[config.mk]
export PLATFORM = sky130hd
export DESIGN_NAME = mul_sequencer
export DESIGN_NICKNAME = d
export VERILOG_FILES = /design/src/rtl/mul_pkg.sv /design/src/rtl/mul_step.sv /design/src/rtl/mul_sequencer.sv
export SDC_FILE = /design/constraint.sdc
export NUM_CORES = 1
export LEC_CHECK = 0
export BUFFER_PORTS_ARGS = -buffer_cell sky130_fd_sc_hd__clkbuf_2
export CAP_MARGIN = 20
export CELL_PAD_IN_SITES_DETAIL_PLACEMENT = 0
export CELL_PAD_IN_SITES_GLOBAL_PLACEMENT = 1
export CORE_AREA = 4 4 188 190
export CTS_CLUSTER_DIAMETER = 120
export DETAILED_ROUTE_END_ITERATION = 16
export DIE_AREA = 0 0 192 194
export PLACE_DENSITY = 0.81
export SLEW_MARGIN = 10
export SYNTH_ARGS = -nofsm -noshare
export SYNTH_HDL_FRONTEND = slang
export SYNTH_SLANG_ARGS = --single-unit
[constraint.sdc]
create_clock -name clk -period 4.05 [get_ports clk]
set_input_delay 1.0125 -clock clk [delete_from_list [all_inputs] [get_ports clk]]
set_output_delay 1.0125 -clock clk [all_outputs]
set_load 0.02 [all_outputs]
[src/rtl/mul_pkg.sv]
// Shared types for the LEGv8 MUL sequencer: controller states and ALUSrc operand-B encodings.
package mul_pkg;

   typedef enum logic [1:0] {
      IDLE = 2'd0,
      RUN  = 2'd1,
      DONE = 2'd2
   } state_t;

   localparam logic [2:0] ALUSRC_REG    = 3'b000;
   localparam logic [2:0] ALUSRC_IMM    = 3'b001;
   localparam logic [2:0] ALUSRC_SHIFT  = 3'b010;
   localparam logic [2:0] ALUSRC_MULT   = 3'b011;
   localparam logic [2:0] ALUSRC_DTADDR = 3'b100;

endpackage

[src/rtl/mul_step.sv]
// One shift-add partial-product step: acc + a * b_slice, truncated to WIDTH. Purely combinational.
module mul_step #(
   parameter int WIDTH          = 64,
   parameter int BITS_PER_CYCLE = 1
) (
   input  logic [WIDTH-1:0]          acc,
   input  logic [WIDTH-1:0]          a,
   input  logic [BITS_PER_CYCLE-1:0] b_slice,
   output logic [WIDTH-1:0]          acc_next
);

   always_comb begin
      acc_next = acc;
      for (int i = 0; i < BITS_PER_CYCLE; i++) begin
         if (b_slice[i]) acc_next = acc_next + (a << i);
      end
   end

endmodule

[src/rtl/mul_sequencer.sv]
// Iterative LEGv8 MUL controller: stalls EX for WIDTH/BITS_PER_CYCLE RUN cycles, then a one-cycle DONE forces ALUSrc to the product.
// MUL_EARLY_EXIT_EN: leave RUN as soon as the remaining multiplier bits are all zero.
module mul_sequencer
   import mul_pkg::*;
#(
   parameter int WIDTH          = 64,
   parameter int BITS_PER_CYCLE = 1
) (
   input  logic             clk,
   input  logic             reset,
   input  logic             start,
   input  logic             flush,
   input  logic [WIDTH-1:0] opA,
   input  logic [WIDTH-1:0] opB,
   input  logic [2:0]       alu_src_in,
   output logic [2:0]       alu_src_out,
   output logic             stall,
   output logic             done,
   output logic [WIDTH-1:0] multRes
);

   localparam int N     = WIDTH / BITS_PER_CYCLE;
   localparam int CNT_W = (N > 1) ? $clog2(N) : 1;

   state_t             state_q, state_d;
   logic [WIDTH-1:0]   acc_q, acc_d;
   logic [WIDTH-1:0]   a_q, a_d;
   logic [WIDTH-1:0]   b_q, b_d;
   logic [CNT_W-1:0]   count_q, count_d;
   logic [WIDTH-1:0]   mult_res_q, mult_res_d;
   logic [WIDTH-1:0]   acc_step;
   logic               last_step;

   mul_step #(
      .WIDTH          (WIDTH),
      .BITS_PER_CYCLE (BITS_PER_CYCLE)
   ) u_step (
      .acc      (acc_q),
      .a        (a_q),
      .b_slice  (b_q[BITS_PER_CYCLE-1:0]),
      .acc_next (acc_step)
   );

`ifdef MUL_EARLY_EXIT_EN
   assign last_step = (count_q == CNT_W'(N - 1)) || ((b_q >> BITS_PER_CYCLE) == '0);
`else
   assign last_step = (count_q == CNT_W'(N - 1));
`endif

   assign multRes = mult_res_q;

   always_comb begin
      state_d     = state_q;
      acc_d       = acc_q;
      a_d         = a_q;
      b_d         = b_q;
      count_d     = count_q;
      mult_res_d  = mult_res_q;
      stall       = 1'b0;
      done        = 1'b0;
      alu_src_out = alu_src_in;

      case (state_q)
         IDLE: begin
            // Stall is combinational so the MUL holds in EX from the very cycle it arrives.
            stall = start & ~flush;
            if (start && !flush) begin
               a_d     = opA;
               b_d     = opB;
               acc_d   = '0;
               count_d = '0;
               state_d = RUN;
            end
         end
         RUN: begin
            if (flush) begin
               state_d = IDLE;
            end else begin
               stall   = 1'b1;
               acc_d   = acc_step;
               a_d     = a_q << BITS_PER_CYCLE;
               b_d     = b_q >> BITS_PER_CYCLE;
               count_d = count_q + 1'b1;
               if (last_step) begin
                  state_d    = DONE;
                  mult_res_d = acc_step;
               end
            end
         end
         DONE: begin
            state_d = IDLE;
            if (!flush) begin
               done        = 1'b1;
               alu_src_out = ALUSRC_MULT;
            end
         end
         default: state_d = IDLE;
      endcase

      if (reset) begin
         stall       = 1'b0;
         done        = 1'b0;
         alu_src_out = alu_src_in;
      end
   end

   always_ff @(posedge clk) begin
      if (reset) begin
         state_q    <= IDLE;
         acc_q      <= '0;
         a_q        <= '0;
         b_q        <= '0;
         count_q    <= '0;
         mult_res_q <= '0;
      end else begin
         state_q    <= state_d;
         acc_q      <= acc_d;
         a_q        <= a_d;
         b_q        <= b_d;
         count_q    <= count_d;
         mult_res_q <= mult_res_d;
      end
   end

endmodule
==> results.toml, run 1 <==
[logic_synthesis]
async_flop_share_pct = 0
synth_compound_area_share_pct = 24.4
synth_top_family_by_area = "compound AO/OA/AOI/OAI gates"
muxShareOfSynthArea_pct = 10.9
yosysSeqAreaShare_pct = 36.1
synth_fp_nets = 1937
avgSynthCellArea_um2 = 8.42
synth_edf_count = 0
ys_ff_latch = 264
synthAdderAreaFrac_pct = 5.61
yosys.area_share.xor_xnor_pct = 3.65
ys_types = 73
syn_area_mm2 = 0.0146
synth_cells = 1737
synthSimpleGateAreaFrac_pct = 15.6
yosys_warnings = 0
synth_top_flop_cell = "dfxtp_1"

[detailed_routing]
drtPass1Iterations = 5
finalWirelength_mm = 42.8
drt-wirelength-per-cell_um = 18.2
vias = 13200
drc = 0
viasPerCell = 5.63
drt_iter0_markers = 864
postRouteAntennaNets = 0

[power]
pwr-share-comb_pct = 12.5
p_int_mw = 4.70
p_sw_share_pct = 26.4
ir_worst_vdd_mv = 0.324
netSwitchingPower_mw = 1.68
clkPwrFrac_pct = 43.6
powerDensity_mw_per_mm2 = 375
p_leak_nw = 7.55
total_power_mw = 6.39
power_frac_seq_pct = 43.9

[grt]
grtUsageTotal_pct = 22.1
globalRouteOverflowTotal = 0
antenna_found_initial = 1
grt_pass1_wl_mm = 68.9
grt_pass1_vias = 12900
grt_max_degree = 117

[timing]
timing_hold_violations_final = 0
tns_ns = 0
drv_slew = 0
setup_slack_ns = 0.503
min_period_ns = 3.55
max_freq_mhz = 282
rsz0062_at_grt = "no"
worst_pin_slew_ns = 1.06
finalCritPeriodShare_pct = 87.6
setup_viol = 0
finalClockSkew_ns = 0.0130
slew-limit-headroom_pct = 29.3

[critical_path]
crit_path_start_kind = "flop"
cp.arrival_ns = 4.01
endpoint_kind = "flop"
slowest_stage = "o31ai_1"
cpPeakStageDelay_ns = 0.43
path_delay_family = "compound AO/OA/AOI/OAI gates"
rr_startpoint = "acc_q[0]"
worst_ep_required_time_ns = 4.51
crit_start = "acc_q[0]"
path_buf_inv = 1
crit_chain = "ha_1 > fa_1 > a211oi_1 > nor2_1 > o31ai_1 > a2111oi_1 > o21bai_1 > buf_4 > a31oi_4 > a21oi_1 > o21ai_0 > xor2_1 > a21bo_2"
crit_fanout = 3
crit_type = "reg2reg"

[placed_design]
place_ws_ns = 0.486
gp_congestion = 0.901
place_inst = 2294
port_buffers = 203
dp_hpwl_mm = 30.8

[floorplanning]
ios = 204
die_x_um = 192
fp-row-count = 67
die_h_um = 194
die_area_mm2 = 0.0372
start_util_pct = 43.7
core_mm2 = 0.0334

[outcome]
outcome = "completed"

[finish]
utilization_pct = 50.9
fin_nets = 2078
seq_area_mm2 = 0.00529
antenna_cells = 0
layout-drive-gt1-share_pct = 16.6
multi_input_area_mm2 = 0.00884
area_delta_synth_final_pct = 16.4
fillers = 3221
layout.cells.non_filler = 2348

[clocking]
tritoncts = "yes"
cts_sinks = 264
cts-root-buf = "clkbuf_16"
cts_resized = 0
clock_latency_ns = 0.57
path_clk_slew_ns = 0.06
postCtsSetupBuffers = 0
hold_buffers = 0
clk_path_buf_depth = 3
cts_made_buffers = 30
h-tree-depth = 1

[worst_hold_path]
min_path_type = "reg2reg"
hp-start = "multRes[15]"

[run]
cap_violations = 0
## power by group through the flow
stage	Sequential (mW)	Combinational [mW]	Clock (mW)
floorplan	2.83	0.585	0
global placement	2.86	0.788	0
detailed placement	2.86	0.798	0
CTS	2.80	0.802	2.84
global route	2.82	0.889	2.94
finish	2.80	0.800	2.78
## metrics by stage
| stage | hold WS, ns | instance area (µm²) |
|---|---|---|
| floorplan | 0.447 | 14600 |
| global placement | 0.446 | 16000 |
| detailed placement | 0.450 | 16000 |
| CTS | 0.459 | 17000 |
| global route | 0.487 | 17000 |
| finish | 0.456 | 17000 |
## cells in the mapped netlist, drive strengths merged, types with 4 or more instances
| cell | number | area share (%) |
|---|---|---|
| a22o | 20 | 1.2 |
| or3 | 10 | 0.46 |
| a22oi | 14 | 0.72 |
| nand2 | 126 | 3.2 |
| xor2 | 28 | 1.7 |
| nand4 | 22 | 1.0 |
| xnor2 | 33 | 2.0 |
| a21oi | 153 | 5.2 |
| dfxtp | 264 | 36 |
| a211oi | 157 | 8.1 |
| a21o | 23 | 1.2 |
| a311oi | 5 | 0.30 |
| ha | 64 | 5.5 |
| nor3 | 20 | 0.72 |
| o21bai | 10 | 0.51 |
| o211ai | 7 | 0.36 |
| a21boi | 4 | 0.21 |
| a31oi | 16 | 0.79 |
| nand2b | 6 | 0.26 |
| mux2 | 6 | 0.46 |
| mux2i | 153 | 10 |
| nand3 | 27 | 0.92 |
| buf | 17 | 0.54 |
| nor2 | 236 | 6.1 |
| or4 | 5 | 0.26 |
| and3 | 11 | 0.47 |
| clkbuf | 109 | 2.8 |
| inv | 13 | 0.33 |
| nor2b | 11 | 0.47 |
| o31ai | 8 | 0.48 |
| o21a | 10 | 0.51 |
| nor4 | 6 | 0.26 |
| and2 | 13 | 0.56 |
| and4 | 6 | 0.36 |
| o21ai | 85 | 2.9 |
## logic make-up after synthesis
family,Yosys count
AND/OR/NAND/NOR,508
buffers and inverters,140
adder cells (fa/ha/maj),65
multiplexers,159
XOR/XNOR,61
flip-flops,264
AO/OA/AOI/OAI,540
## metal layers
layer / global-route usage, % / vias up / wire [µm] / share of wire, %
li1: - / 6670 / - / -
met1: 31.2 / 6170 / 19900 / 47
met2: 36.0 / 334 / 19400 / 45
met3: 3.82 / 54 / 2630 / 6.1
met4: 4.04 / 2 / 812 / 1.9
met5: 0 / - / 13 / 0.030
## sequential cells by signal, summed over array words and instances (netlist names)
signal	count
count_q	6
multRes	64
a_q	64
b_q	64
acc_q	64
state_q	2
## worst min-delay path: stages (launching register included)
cell and delay [ns]:
dfxtp_1 0.31, nand2_1 0.05, a21oi_1 0.05
## final timing paths
path	end	slack (ns)	cells past startpoint
setup / recovery	multRes[56]	0.50	13
hold / removal	multRes[15]	0.46	2
setup reg to reg	multRes[56]	0.50	13
hold reg to reg	multRes[15]	0.46	2
## layout make-up
type	count	area share, %
Timing Repair Buffer	235	7.56
Clock buffer	41	4.83
Tap cell	448	3.29
Clock inverter	13	1.07
Multi-Input combinational cell	1333	51.9
Inverter	14	0.308
Sequential cell	264	31.0
## placed cells by master, fill, tap and decap left out, drive strengths merged, types with 16 or more instances in the layout
cell type | netlist | final
xnor2 | 33 | 33
mux2i | 153 | 153
o21ai | 85 | 85
a21o | 23 | 23
a21oi | 153 | 153
nand4 | 22 | 22
dfxtp | 264 | 264
ha | 64 | 64
xor2 | 28 | 28
clkbuf | 109 | 243
nor3 | 20 | 20
nor2 | 236 | 236
nand2 | 126 | 126
nand3 | 27 | 27
a31oi | 16 | 16
a22o | 20 | 20
a211oi | 157 | 157
buf | 17 | 33
No activity file was read; power rests on OpenSTA's default activity.
==> run 2, diff against run 1 <==
--- a/config.mk
+++ b/config.mk
@@ -9,11 +9,11 @@
 export CAP_MARGIN = 20
 export CELL_PAD_IN_SITES_DETAIL_PLACEMENT = 0
 export CELL_PAD_IN_SITES_GLOBAL_PLACEMENT = 1
-export CORE_AREA = 4 4 188 190
+export CORE_AREA = 4 4 199 201
 export CTS_CLUSTER_DIAMETER = 120
 export DETAILED_ROUTE_END_ITERATION = 16
-export DIE_AREA = 0 0 192 194
-export PLACE_DENSITY = 0.81
+export DIE_AREA = 0 0 203 205
+export PLACE_DENSITY = 0.77
 export SLEW_MARGIN = 10
 export SYNTH_ARGS = -nofsm -noshare
 export SYNTH_HDL_FRONTEND = slang
==> constraint.sdc (replaced) <==
create_clock -name clk -period 3.2 [get_ports clk]
set_input_delay 0.8 -clock clk [delete_from_list [all_inputs] [get_ports clk]]
set_output_delay 0.8 -clock clk [all_outputs]
set_load 0.02 [all_outputs]
==> run 2 against run 1 <==
Net effect:
- critical path depth unchanged
- largest cell class unchanged
- design area increased by 8.2%
- wire length increased by 4.8%
- via count increased by 3.2%
- clock power increased by 24%
- maximum frequency increased by 14%
- total power increased by 27%
- clock-buffer cell count increased by 4
==> results.toml, run 2 (same netlist as run 1, synthesis figures left out) <==
[outcome]
outcome = "completed"

[critical_path]
crit_path_frequent_cell = "buf_4"
endpoint_kind = "flop"
cp.arrival_ns = 3.59
crit_type = "reg2reg"
cpPeakStageDelay_ns = 0.50
worst_ep_required_time_ns = 3.67
crit_path_start_kind = "flop"
crit_fanout = 5
slowest_stage = "or4_4"
crit_chain = "ha_4 > buf_4 > nand2_2 > or4_4 > a211oi_4 > nor3_4 > buf_4 > o31ai_4 > a31o_4 > a21o_2 > a21oi_1 > xor2_1 > a311oi_1"

[detailed_routing]
finalWirelength_mm = 44.8
drc = 0
drt_iter0_markers = 677
viasPerCell = 5.42
postRouteAntennaNets = 0
drtPass1Iterations = 5
drt-wirelength-per-cell_um = 17.8
vias = 13700

[finish]
final_area_mm2 = 0.0184
final_cell_mix = "253 x dfxtp_1, 230 x nor2_1, 202 x clkbuf_2"
mostFrequentLayoutCell = "dfxtp_1"
layout-drive-gt1-share_pct = 24.9
fin_nets = 2184
area_delta_synth_final_pct = 26.0

[timing]
drv_slew = 0
setup_viol = 0
slew-limit-headroom_pct = 37.3
rsz0062_at_grt = "yes"
min_period_ns = 3.12
timing_hold_violations_final = 0
worst_pin_slew_ns = 0.940
finalCritPeriodShare_pct = 97.4
finalClockSkew_ns = 0.0170
setup_slack_ns = 0.0838
max_freq_mhz = 321

[grt]
grt_busiest_layer = "met2"
grt_max_degree = 165
antenna_found_initial = 2
grtUsageTotal_pct = 20.6
met2_usage_pct = 34.3
grt_pass1_vias = 13400
globalRouteOverflowTotal = 0
grt_pass1_wl_mm = 71.0
grtUsageMet1_pct = 28.2
grt_use_met3_pct = 3.40

[floorplanning]
start_util_pct = 38.9
fp-row-count = 71
die_h_um = 205
ios = 204
die_area_mm2 = 0.0416
die_x_um = 203
core_mm2 = 0.0376

[clocking]
clk_path_buf_depth = 3
clock_latency_ns = 0.58
path_clk_slew_ns = 0.06
hold_buffers = 0
cts-root-buf = "clkbuf_16"
cts_made_buffers = 31
h-tree-depth = 1
tritoncts = "yes"
cts_sinks = 264

[power]
power_frac_seq_pct = 43.7
p_sw_share_pct = 27.2
powerDensity_mw_per_mm2 = 441
p_int_mw = 5.92
clkPwrFrac_pct = 42.3
p_leak_nw = 8.07
total_power_mw = 8.14
netSwitchingPower_mw = 2.22
pwr-share-comb_pct = 13.9
ir_worst_vdd_mv = 0.384

[placed_design]
dp_hpwl_mm = 32.1
place_area_mm2 = 0.0169
gp_congestion = 0.905
place_ws_ns = -0.108
port_buffers = 203

[worst_hold_path]
min_path_type = "reg2reg"

[run]
cap_violations = 0
==> run 2: changes by cell type in the layout (fill, tap and decap cells not counted), sizes merged <==
cell,change
buf,+105
bufinv,-4
clkbuf,+4
inv,+3
diode,+2
clkinv,-1
clkinvlp,+1
==> run 2: stage by stage <==
step                std cells  setup TNS, ns  hold slack (ns)  utilization [%]
finish                   2521              0            0.469             49.1
global route             2519         -0.193            0.477             49.0
CTS                      2510              0            0.456             47.6
detailed placement       2453         -0.288            0.453             44.9
floorplan                1737              0            0.447                -
global placement         2453        -0.0655            0.450             44.9
==> run 2: critical path, delay by kind of cell, from the launching register on <==
family | cells | cell delay [ns]
XOR/XNOR | 1 | 0.19
AND/OR/NAND/NOR | 3 | 0.68
buffers and inverters | 2 | 0.29
flip-flops | 1 | 0.35
AO/OA/AOI/OAI | 6 | 1.22
adder cells (fa/ha/maj) | 1 | 0.28
==> run 2: repair_timing <==
item,CTS,global route
setup buffers,0,9
pin swaps,3,20
endpoints found under the setup margin,14,50
resized for setup,8,89
==> run 2: per-layer routing <==
metal | routed length [µm] | vias up
li1 | - | 6891
met1 | 21000 | 6411
met2 | 20800 | 303
met3 | 2270 | 51
met4 | 790 | 0
met5 | 0 | -
==> run 2: worst paths after layout <==
| path | cells after the start | to | from | slack [ns] |
|---|---|---|---|---|
| worst max-delay path | 13 | multRes[43] | acc_q[10] | 0.08 |
| worst min-delay path | 2 | multRes[25] | multRes[25] | 0.47 |
| worst min register to register | 2 | multRes[25] | multRes[25] | 0.47 |
| worst max register to register | 13 | multRes[43] | acc_q[10] | 0.08 |
==> run 2: power groups by stage <==
stage | logic (mW) | registers, mW | clock network, mW
finish | 1.13 | 3.56 | 3.44
global route | 1.26 | 3.58 | 3.65
CTS | 1.10 | 3.55 | 3.53
detailed placement | 1.09 | 3.62 | 0
global placement | 1.07 | 3.61 | 0
floorplan | 0.740 | 3.58 | 0
==> run 2: final cells by class <==
class / instances / area, µm²
fill: 3669 / 19100
multi-input combinational: 1333 / 9320
sequential: 264 / 5300
timing repair buffer: 340 / 2110
clock buffer: 45 / 918
tap: 511 / 639
clock inverter: 12 / 80.1
inverter: 14 / 52.6
antenna: 2 / 5.00
==> run 3, diff against run 2 <==
--- a/config.mk
+++ b/config.mk
@@ -5,15 +5,18 @@
 export SDC_FILE = /design/constraint.sdc
 export NUM_CORES = 1
 export LEC_CHECK = 0
+export ABC_AREA = 1
 export BUFFER_PORTS_ARGS = -buffer_cell sky130_fd_sc_hd__clkbuf_2
 export CAP_MARGIN = 20
 export CELL_PAD_IN_SITES_DETAIL_PLACEMENT = 0
 export CELL_PAD_IN_SITES_GLOBAL_PLACEMENT = 1
-export CORE_AREA = 4 4 199 201
+export CORE_AREA = 4 4 219 221
 export CTS_CLUSTER_DIAMETER = 120
+export CTS_CLUSTER_SIZE = 20
 export DETAILED_ROUTE_END_ITERATION = 16
-export DIE_AREA = 0 0 203 205
-export PLACE_DENSITY = 0.77
+export DIE_AREA = 0 0 223 225
+export PLACE_DENSITY = 0.78
+export RECOVER_POWER = 25
 export SLEW_MARGIN = 10
 export SYNTH_ARGS = -nofsm -noshare
 export SYNTH_HDL_FRONTEND = slang
==> run 3 against run 2 <==
Net effect:
- the flow now finishes with violations (capacitance limit, slew limit)
- critical path type unchanged
- first-iteration DRC count grew 99%
- maximum frequency grew 9.1%
- cell count is 41% higher
- synthesized area increased by 15%
- core utilization is 8.4 points lower
- critical endpoint is now multRes[34]
- largest power group unchanged
- largest cell class unchanged
- synthesized cell count increased by 62%
- critical path depth decreased by 3
- via count up 29%
- sequential share of layout area fell by 0.56 points
==> results.toml, run 3 <==
[finish]
area_delta_synth_final_pct = 11.0
layout-drive-gt1-share_pct = 7.99
antenna_cells = 0
fillers = 5120
mostFrequentLayoutCell = "nand2_1"
fin_nets = 3141
final_cell_mix = "1,091 x nand2_1, 389 x inv_1, 263 x dfxtp_1"

[timing]
slew-limit-headroom_pct = -12.9
timing_hold_violations_final = 0
finalClockSkew_ns = 0.0229
worst_pin_slew_ns = 1.69
max_freq_mhz = 350
tns_ns = 0
setup_slack_ns = 0.344
finalCritPeriodShare_pct = 89.3
drv_slew = 313
setup_viol = 0
min_period_ns = 2.86
rsz0062_at_grt = "no"

[worst_hold_path]
whs_endpoint = "multRes[29]"
hp-start = "multRes[29]"
min_path_type = "reg2reg"
min_path_cells = 2

[clocking]
path_clk_slew_ns = 0.10
h-tree-depth = 1
cts_made_buffers = 17
tritoncts = "yes"
cts_resized = 0
postCtsSetupBuffers = 0
clk_path_buf_depth = 3
clock_latency_ns = 0.54
cts-root-buf = "clkbuf_16"
cts_sinks = 264
hold_buffers = 0

[detailed_routing]
finalWirelength_mm = 61.0
viasPerCell = 4.97
vias = 17700
route.met3.wl_mm = 3.79
drt-wirelength-per-cell_um = 17.2
postRouteAntennaNets = 0
met2WireLength_mm = 25.2
met1_length_mm = 30.8
topRoutingLayerUsed = "met4"
drtPass1Iterations = 5
drt_iter0_markers = 1349
drc = 0

[logic_synthesis]
avgSynthCellArea_um2 = 5.99
ys_ff_latch = 264
netlist_top_cells_area = "dfxtp_1 31%, nand2_1 24%, inv_1 8.6%, nand3_1 4.8%, ha_1 4.7%"
synth_edf_count = 0
synth_most_common_cell = "nand2_1"
syn_area_mm2 = 0.0169
synth_fp_nets = 3022
synth_commonest_cells = "1,091 x nand2_1, 388 x inv_1, 264 x dfxtp_1"
synth_cells = 2822
synth_top_area_cell = "dfxtp_1"
ys_types = 42
async_flop_share_pct = 0
yosys_warnings = 0
yosysSeqAreaShare_pct = 31.3
yosysTopAreaCellShare_pct = 31.3
synth_top_flop_cell = "dfxtp_1"

[floorplanning]
core_mm2 = 0.0462
die_x_um = 223
start_util_pct = 36.6
die_area_mm2 = 0.0502
fp-row-count = 79
die_h_um = 225
ios = 204

[run]
cap_violations = 2

[grt]
globalRouteOverflowTotal = 0
grtUsageTotal_pct = 23.5
grt_max_degree = 258
grt_pass1_wl_mm = 94.0
antenna_found_initial = 0
grt_pass1_vias = 16500

[critical_path]
rr_startpoint = "state_q[1]"
endpoint_kind = "flop"
crit_start = "state_q[1]"
reg2reg_slack_ns = 0.34
r2r_cells = 10
crit_type = "reg2reg"
crit_path_start_kind = "flop"
crit_fanout = 64
cp.arrival_ns = 3.34
worst_ep_required_time_ns = 3.68
rr_endpoint = "multRes[34]"

[placed_design]
place_ws_ns = 0.410
dp_hpwl_mm = 47.3
port_buffers = 203
gp_congestion = 0.945

[outcome]
failed_checks = "capacitance limit, slew limit"
outcome = "finished, violations left"

[power]
ir_worst_vdd_mv = 0.283
total_power_mw = 6.97
powerDensity_mw_per_mm2 = 371
p_leak_nw = 9.20
-- run 3: cell count changes after synthesis, moves of 32 or more --
| cell | change |
|---|---|
| nand2_1 | +966 |
| o21ai_1 | +73 |
| or2_2 | +39 |
| inv_1 | +375 |
| a211oi_1 | -151 |
| mux2i_1 | -153 |
| nand3_1 | +135 |
| a21oi_1 | -47 |
| a311oi_1 | +32 |
| a31oi_1 | +74 |
-- run 3: metal layers --
metal | vias to the layer above | global-route usage [%]
li1 | 9097 | -
met1 | 8025 | 36.2
met2 | 480 | 35.1
met3 | 58 | 3.32
met4 | 0 | 4.55
met5 | - | 0
-- run 3: worst max-delay path: stages (launching register included) --
cell,delay (ns)
dfxtp_1,0.38
nor2_4,0.16
inv_4,0.06
nor2_8,0.08
clkbuf_2,1.11
nand2_2,0.22
inv_2,0.14
buf_12,0.24
o21ai_0,0.12
a21o_1,0.19
inv_1,0.04
-- run 3: layout make-up --
cell class	count	area, µm²	area share (%)
clock buffers	19	433	2.31
flip-flops and latches	264	5290	28.2
inverters	398	1500	7.99
well taps	607	759	4.05
multi-input cells	2039	9630	51.3
repair buffers	221	1100	5.86
clock inverters	2	46.3	0.247
-- run 3: worst max path at each step --
| stage | end | cells after the start |
|---|---|---|
| after floorplan | alu_src_out[0] | 5 |
| after global placement | count_q[5] | 12 |
| after detailed placement | count_q[5] | 12 |
| after CTS | multRes[35] | 14 |
| after global routing | multRes[45] | 11 |
| final | multRes[34] | 10 |
-- run 3: where the power goes --
part / internal (mW) / switching (mW) / leakage [nW]
Combinational: 0.378 / 0.686 / 6.81
Sequential: 3.44 / 0.177 / 2.15
Clock: 1.05 / 1.24 / 0.233
-- run 3: cell families after synthesis --
family,after synthesis,synth area share [%]
buffers and inverters,519,11.7
AO/OA/AOI/OAI,392,13.4
adder cells (fa/ha/maj),65,4.86
XOR/XNOR,29,1.50
AND/OR/NAND/NOR,1553,37.2
flip-flops,264,31.3
-- run 3: stage by stage --
step	instance area, µm²	util (%)	hold slack (ns)	instances
2_1_floorplan	16900	-	0.445	2822
3_3_place_gp	18400	39.8	0.457	3529
3_5_place_dp	18400	39.8	0.462	3529
4_1_cts	18800	40.8	0.475	3550
5_1_grt	18800	40.6	0.489	3550
6_report	18800	40.6	0.470	3550
